### src/rtl/mmio_pkg.sv
// Shared constants for the data-memory MMIO responder.
// Holds the MMIO register offsets (addr_in[7:0]) and the bit positions inside
// the TMR_CTRL and CON_STAT registers, so the RTL and any software-side model
// agree on one register map.
package mmio_pkg;

   // Register offsets within the MMIO window
   localparam logic [7:0] OFF_LED      = 8'h00;
   localparam logic [7:0] OFF_CYC_LO   = 8'h04;
   localparam logic [7:0] OFF_CYC_HI   = 8'h08;
   localparam logic [7:0] OFF_TMR_CMP  = 8'h0C;
   localparam logic [7:0] OFF_TMR_CTRL = 8'h10;
   localparam logic [7:0] OFF_CON_TX   = 8'h14;
   localparam logic [7:0] OFF_CON_STAT = 8'h18;

   // TMR_CTRL bit positions
   localparam int TMR_EN_BIT     = 0;
   localparam int TMR_IRQ_EN_BIT = 1;
   localparam int TMR_FLAG_BIT   = 2;

   // CON_STAT bit positions
   localparam int STAT_FULL_BIT  = 0;
   localparam int STAT_EMPTY_BIT = 1;
   localparam int STAT_CNT_LSB   = 2;
   localparam int STAT_CNT_MSB   = 6;
   localparam int STAT_OVF_BIT   = 7;

endpackage

### src/rtl/mmio_con_fifo.sv
// Console transmit FIFO: a small byte queue between CPU stores and the
// valid/ready console consumer.
// Ports:
//   clk, rst       clock, asynchronous active-high reset (empties the queue)
//   push, din      enqueue din; ignored when full unless a pop happens too
//   pop            dequeue head; ignored when empty
//   head           current head byte, forced to 0 while empty
//   full, empty    occupancy flags
//   count          number of stored bytes (0..DEPTH)
// DEPTH must be a power of two so the pointers wrap naturally.
module mmio_con_fifo #(
   parameter int DEPTH = 4
) (
   input  logic                     clk,
   input  logic                     rst,
   input  logic                     push,
   input  logic [7:0]               din,
   input  logic                     pop,
   output logic [7:0]               head,
   output logic                     full,
   output logic                     empty,
   output logic [$clog2(DEPTH):0]   count
);

   localparam int AW = $clog2(DEPTH);
   localparam logic [AW-1:0] PTR_ONE  = 1;
   localparam logic [AW:0]   CNT_ONE  = 1;
   localparam logic [AW:0]   CNT_FULL = DEPTH[AW:0];

   logic [7:0]    mem [DEPTH];
   logic [AW-1:0] wr_ptr;
   logic [AW-1:0] rd_ptr;
   logic [AW:0]   cnt;
   logic          do_push;
   logic          do_pop;

   assign full  = (cnt == CNT_FULL);
   assign empty = (cnt == '0);
   assign count = cnt;

   // A pop frees the head slot at the same edge, so a full FIFO may still
   // accept a push when it is being drained in that cycle.
   assign do_pop  = pop & ~empty;
   assign do_push = push & (~full | do_pop);

   // Head is shown only while something is queued; no bypass from din.
   assign head = empty ? 8'h00 : mem[rd_ptr];

   // Storage array; contents are meaningless until written, so no reset.
   always_ff @(posedge clk) begin
      if (do_push) begin
         mem[wr_ptr] <= din;
      end
   end

   // Pointers and occupancy.
   always_ff @(posedge clk or posedge rst) begin
      if (rst) begin
         wr_ptr <= '0;
         rd_ptr <= '0;
         cnt    <= '0;
      end else begin
         if (do_push) begin
            wr_ptr <= wr_ptr + PTR_ONE;
         end
         if (do_pop) begin
            rd_ptr <= rd_ptr + PTR_ONE;
         end
         case ({do_push, do_pop})
            2'b10:   cnt <= cnt + CNT_ONE;
            2'b01:   cnt <= cnt - CNT_ONE;
            default: cnt <= cnt;
         endcase
      end
   end

endmodule

### src/rtl/dmem_mmio_responder.sv
// Responder end of the CPU data-memory bus. Each request is steered either to
// the external RAM (pass-through) or to a small MMIO register file holding an
// LED register, a 64-bit cycle counter with a high-word snapshot, a compare
// timer with IRQ, and a console TX FIFO.
// Ports:
//   clk, rst              clock, asynchronous active-high reset
//   addr_in, wdata_in     CPU byte address (word aligned) and store data
//   we_in, re_in          store strobe; load strobe (gates read side effects)
//   rdata_out             combinational load data
//   ram_addr/we/wdata     RAM request; ram_rdata is the RAM's read data
//   led_out               LED register
//   con_data, con_valid   console FIFO head and not-empty
//   con_ready             consumer takes the head on a posedge while valid
//   irq_out               timer flag gated by irq_en
// Optional build macro MMIO_TRACE_EN: prints a line for every MMIO write, every
// console pop and every dropped console push (simulation only).
module dmem_mmio_responder
   import mmio_pkg::*;
#(
   parameter int         CON_DEPTH     = 4,
   parameter int         LED_W         = 16,
   parameter logic [3:0] MMIO_BASE_NIB = 4'hF
) (
   input  logic             clk,
   input  logic             rst,
   input  logic [31:0]      addr_in,
   input  logic [31:0]      wdata_in,
   input  logic             we_in,
   input  logic             re_in,
   output logic [31:0]      rdata_out,
   output logic [9:0]       ram_addr,
   output logic             ram_we,
   output logic [31:0]      ram_wdata,
   input  logic [31:0]      ram_rdata,
   output logic [LED_W-1:0] led_out,
   output logic [7:0]       con_data,
   output logic             con_valid,
   input  logic             con_ready,
   output logic             irq_out
);

   logic                       mmio_sel;
   logic [7:0]                 off;
   logic                       mmio_wr;
   logic [31:0]                mmio_rdata;
   logic [LED_W-1:0]           led;
   logic [63:0]                cyc;
   logic [31:0]                cyc_hi_snap;
   logic [31:0]                tmr_cmp;
   logic [31:0]                tmr_cnt;
   logic                       tmr_en;
   logic                       tmr_irq_en;
   logic                       tmr_flag;
   logic                       tmr_fire;
   logic                       ctrl_wr;
   logic                       con_push;
   logic                       con_pop;
   logic                       con_ovf;
   logic                       fifo_full;
   logic                       fifo_empty;
   logic [$clog2(CON_DEPTH):0] fifo_count;
   logic                       unused_addr_bits;

   // Only the window nibble, the RAM word index and the register offset matter.
   assign unused_addr_bits = ^{addr_in[27:12], addr_in[1:0]};

   assign mmio_sel  = (addr_in[31:28] == MMIO_BASE_NIB);
   assign off       = addr_in[7:0];
   assign mmio_wr   = we_in & mmio_sel;
   assign ctrl_wr   = mmio_wr & (off == OFF_TMR_CTRL);

   assign ram_addr  = addr_in[11:2];
   assign ram_we    = we_in & ~mmio_sel;
   assign ram_wdata = wdata_in;
   assign rdata_out = mmio_sel ? mmio_rdata : ram_rdata;

   assign led_out   = led;
   assign irq_out   = tmr_flag & tmr_irq_en;

   // A compare of zero never fires; otherwise the period is tmr_cmp cycles.
   assign tmr_fire  = tmr_en & (tmr_cmp != '0) & (tmr_cnt == tmr_cmp - 32'd1);

   assign con_push  = mmio_wr & (off == OFF_CON_TX);
   assign con_pop   = con_valid & con_ready;
   assign con_valid = ~fifo_empty;

   // Register read mux; unmapped and write-only offsets read as zero.
   always_comb begin
      mmio_rdata = '0;
      case (off)
         OFF_LED:      mmio_rdata[LED_W-1:0] = led;
         OFF_CYC_LO:   mmio_rdata = cyc[31:0];
         OFF_CYC_HI:   mmio_rdata = cyc_hi_snap;
         OFF_TMR_CMP:  mmio_rdata = tmr_cmp;
         OFF_TMR_CTRL: begin
            mmio_rdata[TMR_EN_BIT]     = tmr_en;
            mmio_rdata[TMR_IRQ_EN_BIT] = tmr_irq_en;
            mmio_rdata[TMR_FLAG_BIT]   = tmr_flag;
         end
         OFF_CON_STAT: begin
            mmio_rdata[STAT_FULL_BIT]                = fifo_full;
            mmio_rdata[STAT_EMPTY_BIT]               = fifo_empty;
            mmio_rdata[STAT_CNT_MSB:STAT_CNT_LSB]    = 5'(fifo_count);
            mmio_rdata[STAT_OVF_BIT]                 = con_ovf;
         end
         default: mmio_rdata = '0;
      endcase
   end

   // LED register and the free-running cycle counter. Reading CYC_LO freezes
   // the matching high word so a following CYC_HI read is coherent even if a
   // carry into the high word happens in between.
   always_ff @(posedge clk or posedge rst) begin
      if (rst) begin
         led         <= '0;
         cyc         <= '0;
         cyc_hi_snap <= '0;
      end else begin
         cyc <= cyc + 64'd1;
         if (mmio_wr && off == OFF_LED) begin
            led <= wdata_in[LED_W-1:0];
         end
         if (mmio_sel && re_in && off == OFF_CYC_LO) begin
            cyc_hi_snap <= cyc[63:32];
         end
      end
   end

   // Compare timer. Rewriting the compare value restarts the count. A firing
   // edge beats a same-cycle write-one-to-clear of the flag.
   always_ff @(posedge clk or posedge rst) begin
      if (rst) begin
         tmr_cmp    <= '0;
         tmr_cnt    <= '0;
         tmr_en     <= 1'b0;
         tmr_irq_en <= 1'b0;
         tmr_flag   <= 1'b0;
      end else begin
         if (mmio_wr && off == OFF_TMR_CMP) begin
            tmr_cmp <= wdata_in;
            tmr_cnt <= '0;
         end else if (tmr_en && tmr_cmp != '0) begin
            tmr_cnt <= tmr_fire ? '0 : tmr_cnt + 32'd1;
         end
         if (ctrl_wr) begin
            tmr_en     <= wdata_in[TMR_EN_BIT];
            tmr_irq_en <= wdata_in[TMR_IRQ_EN_BIT];
         end
         if (tmr_fire) begin
            tmr_flag <= 1'b1;
         end else if (ctrl_wr && wdata_in[TMR_FLAG_BIT]) begin
            tmr_flag <= 1'b0;
         end
      end
   end

   // Sticky overflow: set when a push is dropped because the FIFO is full and
   // nothing leaves in the same cycle; cleared by writing 1 to its status bit.
   always_ff @(posedge clk or posedge rst) begin
      if (rst) begin
         con_ovf <= 1'b0;
      end else if (con_push && fifo_full && !con_pop) begin
         con_ovf <= 1'b1;
      end else if (mmio_wr && off == OFF_CON_STAT && wdata_in[STAT_OVF_BIT]) begin
         con_ovf <= 1'b0;
      end
   end

   mmio_con_fifo #(
      .DEPTH (CON_DEPTH)
   ) u_con_fifo (
      .clk   (clk),
      .rst   (rst),
      .push  (con_push),
      .din   (wdata_in[7:0]),
      .pop   (con_pop),
      .head  (con_data),
      .full  (fifo_full),
      .empty (fifo_empty),
      .count (fifo_count)
   );

`ifdef MMIO_TRACE_EN
   // Bus activity trace for simulation debugging.
   always @(posedge clk) begin
      if (!rst) begin
         if (mmio_wr) begin
            $display("[mmio] cyc=%0d wr off=%02h data=%08h", cyc, off, wdata_in);
         end
         if (con_pop) begin
            $display("[mmio] cyc=%0d pop off=%02h data=%02h", cyc, OFF_CON_TX, con_data);
         end
         if (con_push && fifo_full && !con_pop) begin
            $display("[mmio] con overflow");
         end
      end
   end
`endif

endmodule
### config.mk
export PLATFORM = sky130hd
export DESIGN_NAME = dmem_mmio_responder
export DESIGN_NICKNAME = d
export VERILOG_FILES = /design/src/rtl/mmio_pkg.sv /design/src/rtl/mmio_con_fifo.sv /design/src/rtl/dmem_mmio_responder.sv
export SDC_FILE = /design/constraint.sdc
export NUM_CORES = 1
export LEC_CHECK = 0
export ABC_AREA = 1
export CAP_MARGIN = 20
export CORE_ASPECT_RATIO = 0.7
export CORE_MARGIN = 2
export CORE_UTILIZATION = 35
export DETAILED_ROUTE_END_ITERATION = 16
export GPL_TIMING_DRIVEN = 0
export HOLD_SLACK_MARGIN = 0.02
export PLACE_DENSITY = 0.64
export SLEW_MARGIN = 20
export SYNTH_ARGS = -nofsm -noshare
export SYNTH_HDL_FRONTEND = slang
export SYNTH_SLANG_ARGS = --single-unit
### constraint.sdc
create_clock -name clk -period 6.9 [get_ports clk]
set_clock_uncertainty 0.15 [all_clocks]
set_input_delay 1.38 -clock clk [delete_from_list [all_inputs] [get_ports clk]]
set_output_delay 1.38 -clock clk [all_outputs]
set_load 0.005 [all_outputs]
==> impl_results.md <==
- Outcome: completed
- Tot GR Track Use: 23.7%
- Port-buffer cells: 181
- Htree depth: 1
- CP most frequent cell: nand2_1
- Number of warnings issued by yosys: 0
- Core area: 0.0361 sq mm
- Post-Synth Simple-Gate Area: 28.4%
- Largest family of logic cells by synthesized area: simple AND/OR/NAND/NOR gates
- Max Cap Viol: 0
- Total gr overflow: 0
- Die ar.: 0.0384 sq mm
- Max Fclk: 155 MHz
- Vias: 12,300
- Final Setup Violations: 0
- Crit path largest cell delay: 0.69 ns
- Starting density of the core: 35.7%
- Max_slew headroom: 36.2%
- Post-CTS Resized: 0
- Leakage: 6.95 nW
- WP buf/inv: 5
- Syn avg cell area: 7.64 sq um
- Worst Path Max Fanout: 10
- Post-layout util: 45.0%
- Tightest Pin Transition: 0.957 ns
- # rows: 58
- Clk_lat worst skew: 0.55 ns
- Final WS setup: 0.457 ns
- Critical Path Sink Type: primary output
- Post-DP HPWL: 35,900 um
- First-pass GRT wire length: 68,600 um
- DR iter-0 viols: 1,302
- Drt first pass iters: 6
- Global-route track usage on met1: 37.5%
- DR DRC count: 0
- WP data required: 5.37 ns
- Most crowded layer after global routing: met1
- Sw Ratio: 25.3%
- Met3 Usage GRT: 4.85%
- Register area share after synthesis: 43.7%
- Slowest-stage cell, CP: clkbuf_1
- Startpoint Class: input pin
- Inserted Clock Buffers: 24
- RSZ-0062 raised after global routing: no
- Synth top area cells: dfrtp_1 (36%), nand2_1 (13%), edfxtp_1 (7.4%)
- Vias in the first global route: 11,400
- Share of layout cells above drive strength 1: 7.31%
- WP data arrival: 4.91 ns
- Fin Setup TNS: 0 ns
- Combinational share of power: 14.6%
- Routed len/inst: 18.9 um
- Fin area: 0.0163 sq mm
- Area Growth Syn to Fin: 25.9%
- Hold_buf cts: 0
- Synth Area in Compound Gates: 8.39%
- Largest net degree at the start of global routing: 75
- XOR/XNOR Fraction of Synth Area: 7.67%
- Clk network pwr share: 43.9%
- Met2 global-route usage: 31.9%
- DP Area: 0.0154 sq mm
- ANT cells: 0
- Antenna violations before repair: 0
- Clock transition at path regs: 0.07 ns
- CTS tree: done
- Psw: 0.821 mW
- Finished Layout Cells: 2,396
- Final worst path period share: 93.4%
- Worst hold path class: reg2reg
- Max-slew violations: 0
- Flop pwr share: 41.5%
- Synth cell types: 46
- Power Internal: 2.42 mW
- Mapped Area: 0.0129 sq mm
- Routability congestion estimate: 0.968
- Vias per cell: 5.13
- PwrDens: 199 mW/mm^2
- Post-CTS setup buffer count: 0
- Adder-cell share of the synthesized area: 1.03%
- Mux share of post-synthesis cell area: 1.75%
- Clk buf depth: 3
- DIE WIDTH: 234 um
- Critical path class: in2out
- Worst-path cell chain: clkdlybuf4s50_1 > nor2_1 > inv_1 > nor3_1 > inv_1 > nor2_2 > clkbuf_1 > nand2_1 > o2111ai_1 > nand2_1 > nand2_1 > clkdlybuf4s50_1
- Cells after Synth: 1,689
- Fill cells: 3,635
- Syn_nets: 1,800
- Routed wire length: 45,200 um
- Antenna Nets Post-Route: 0
- IR Drop Worst-Case VDD: 0.148 mV
- #FFs+latches synth: 219
- Place WS: 0.503 ns
- Area leader, netlist: dfrtp_1
- Minimum clock period: 6.44 ns
- Net total in the final layout: 2,009
- Clk sinks: 219
- Area share of the largest cell type after synthesis: 36.3%
- Clock Tree Root: clkbuf_16
- DIE HEIGHT: 165 um
- CP top delay family: buffers and inverters
- # IOs: 202
- Hold Fails Final Rpt: 0
- Cells after DPL: 2,352
==> cell usage in the layout (no fill, tap or decap), types with 3 or more instances in the layout <==
cell               n
o21ai_0          125
xor2_1            92
o2111ai_1          3
o22ai_1            3
buf_1              4
clkinv_1           4
clkinvlp_4         3
nand3b_1           4
nand2_2            8
nor2_1           217
nand4_1           26
clkbuf_16         25
a221oi_1          16
buf_6              4
clkbuf_1          34
nor2_2             5
buf_2              4
clkinv_2           6
o21ai_1            4
nand2_1          458
mux2_2            20
nor3b_1            3
dfrtp_1          187
nor2_4             3
clkbuf_8           4
bufinv_16          4
nand3_1           68
xnor2_1           21
nor3_1            57
clkdlybuf4s50_1  181
buf_4             42
ha_1               9
a21oi_1           36
nor4_1            14
inv_1            167
edfxtp_1          32
==> synthesized netlist by cell type (all sizes together) <==
cell / count
a211oi: 2
a21oi: 36
a221oi: 16
a311oi: 1
a31oi: 2
a32o: 1
a41oi: 1
and2: 1
and3: 1
buf: 54
clkbuf: 34
clkinv: 3
dfrtp: 187
edfxtp: 32
fa: 1
ha: 9
inv: 169
mux2: 20
nand2: 467
nand3: 68
nand3b: 4
nand4: 26
nor2: 226
nor3: 58
nor3b: 3
nor4: 16
o2111ai: 3
o21a: 1
o21ai: 130
o22ai: 3
or2: 1
xnor2: 21
xor2: 92
==> layer usage <==
metal,wire length (um),vias to the layer above,share of wire [%]
met4,1390,0,3.1
met1,22200,5812,49
met5,0,-,0
met2,17300,562,38
li1,-,5851,-
met3,4320,70,9.6
==> logic make-up after synthesis <==
kind of cell             Yosys count
AO/OA/AOI/OAI                    196
flip-flops                       219
adder cells (fa/ha/maj)           10
multiplexers                      20
AND/OR/NAND/NOR                  871
buffers and inverters            260
XOR/XNOR                         113
==> registers in the layout, indices dropped and copies added (netlist names) <==
| signal | flops |
|---|---|
| led_out | 16 |
| tmr_flag | 1 |
| u_con_fifo.count | 3 |
| tmr_en | 1 |
| con_ovf | 1 |
| tmr_cmp | 32 |
| cyc | 64 |
| u_con_fifo.mem | 32 |
| tmr_irq_en | 1 |
| u_con_fifo.rd_ptr | 2 |
| tmr_cnt | 32 |
| cyc_hi_snap | 32 |
| u_con_fifo.wr_ptr | 2 |
==> metrics by stage <==
stage                     hold WS, ns  total power [mW]
after floorplan                 0.288              1.58
after global placement          0.303              1.83
after detailed placement        0.318              1.84
after CTS                       0.330              3.26
after global routing            0.343              3.36
final                           0.328              3.24
==> path summary, 6_finish.rpt <==
path / endpoint / cells past startpoint / start / slack, ns
max: rdata_out[5] / 12 / addr_in[7] / 0.46
min: cyc[63]$_DFF_PP0_ / 1 / cyc[63]$_DFF_PP0_ / 0.33
max reg2reg: tmr_cnt[28]$_DFFE_PP0P_ / 16 / tmr_cmp[0]$_DFFE_PP0P_ / 3.88
min reg2reg: cyc[63]$_DFF_PP0_ / 1 / cyc[63]$_DFF_PP0_ / 0.33
max in group asynchronous: cyc[55]$_DFF_PP0_ / 3 / rst / 4.79
min in group asynchronous: cyc[6]$_DFF_PP0_ / 2 / rst / 1.11
==> final cells by class <==
cell class | count | area (sq um) | share of cell area (%)
multi-input combinational | 1210 | 6100 | 37.5
sequential | 219 | 5640 | 34.7
timing repair buffer | 183 | 1870 | 11.5
clock buffer | 29 | 681 | 4.19
inverter | 172 | 653 | 4.02
tap | 480 | 601 | 3.70
buffer | 88 | 523 | 3.22
clock inverter | 15 | 185 | 1.14
==> power by group through the flow <==
stage | logic, mW | clock network, mW | registers (mW)
floorplan | 0.215 | 0 | 1.36
global placement | 0.464 | 0 | 1.37
detailed placement | 0.475 | 0 | 1.37
CTS | 0.478 | 1.44 | 1.34
global route | 0.527 | 1.49 | 1.35
finish | 0.473 | 1.42 | 1.34
No activity file was read; power rests on OpenSTA's default activity.
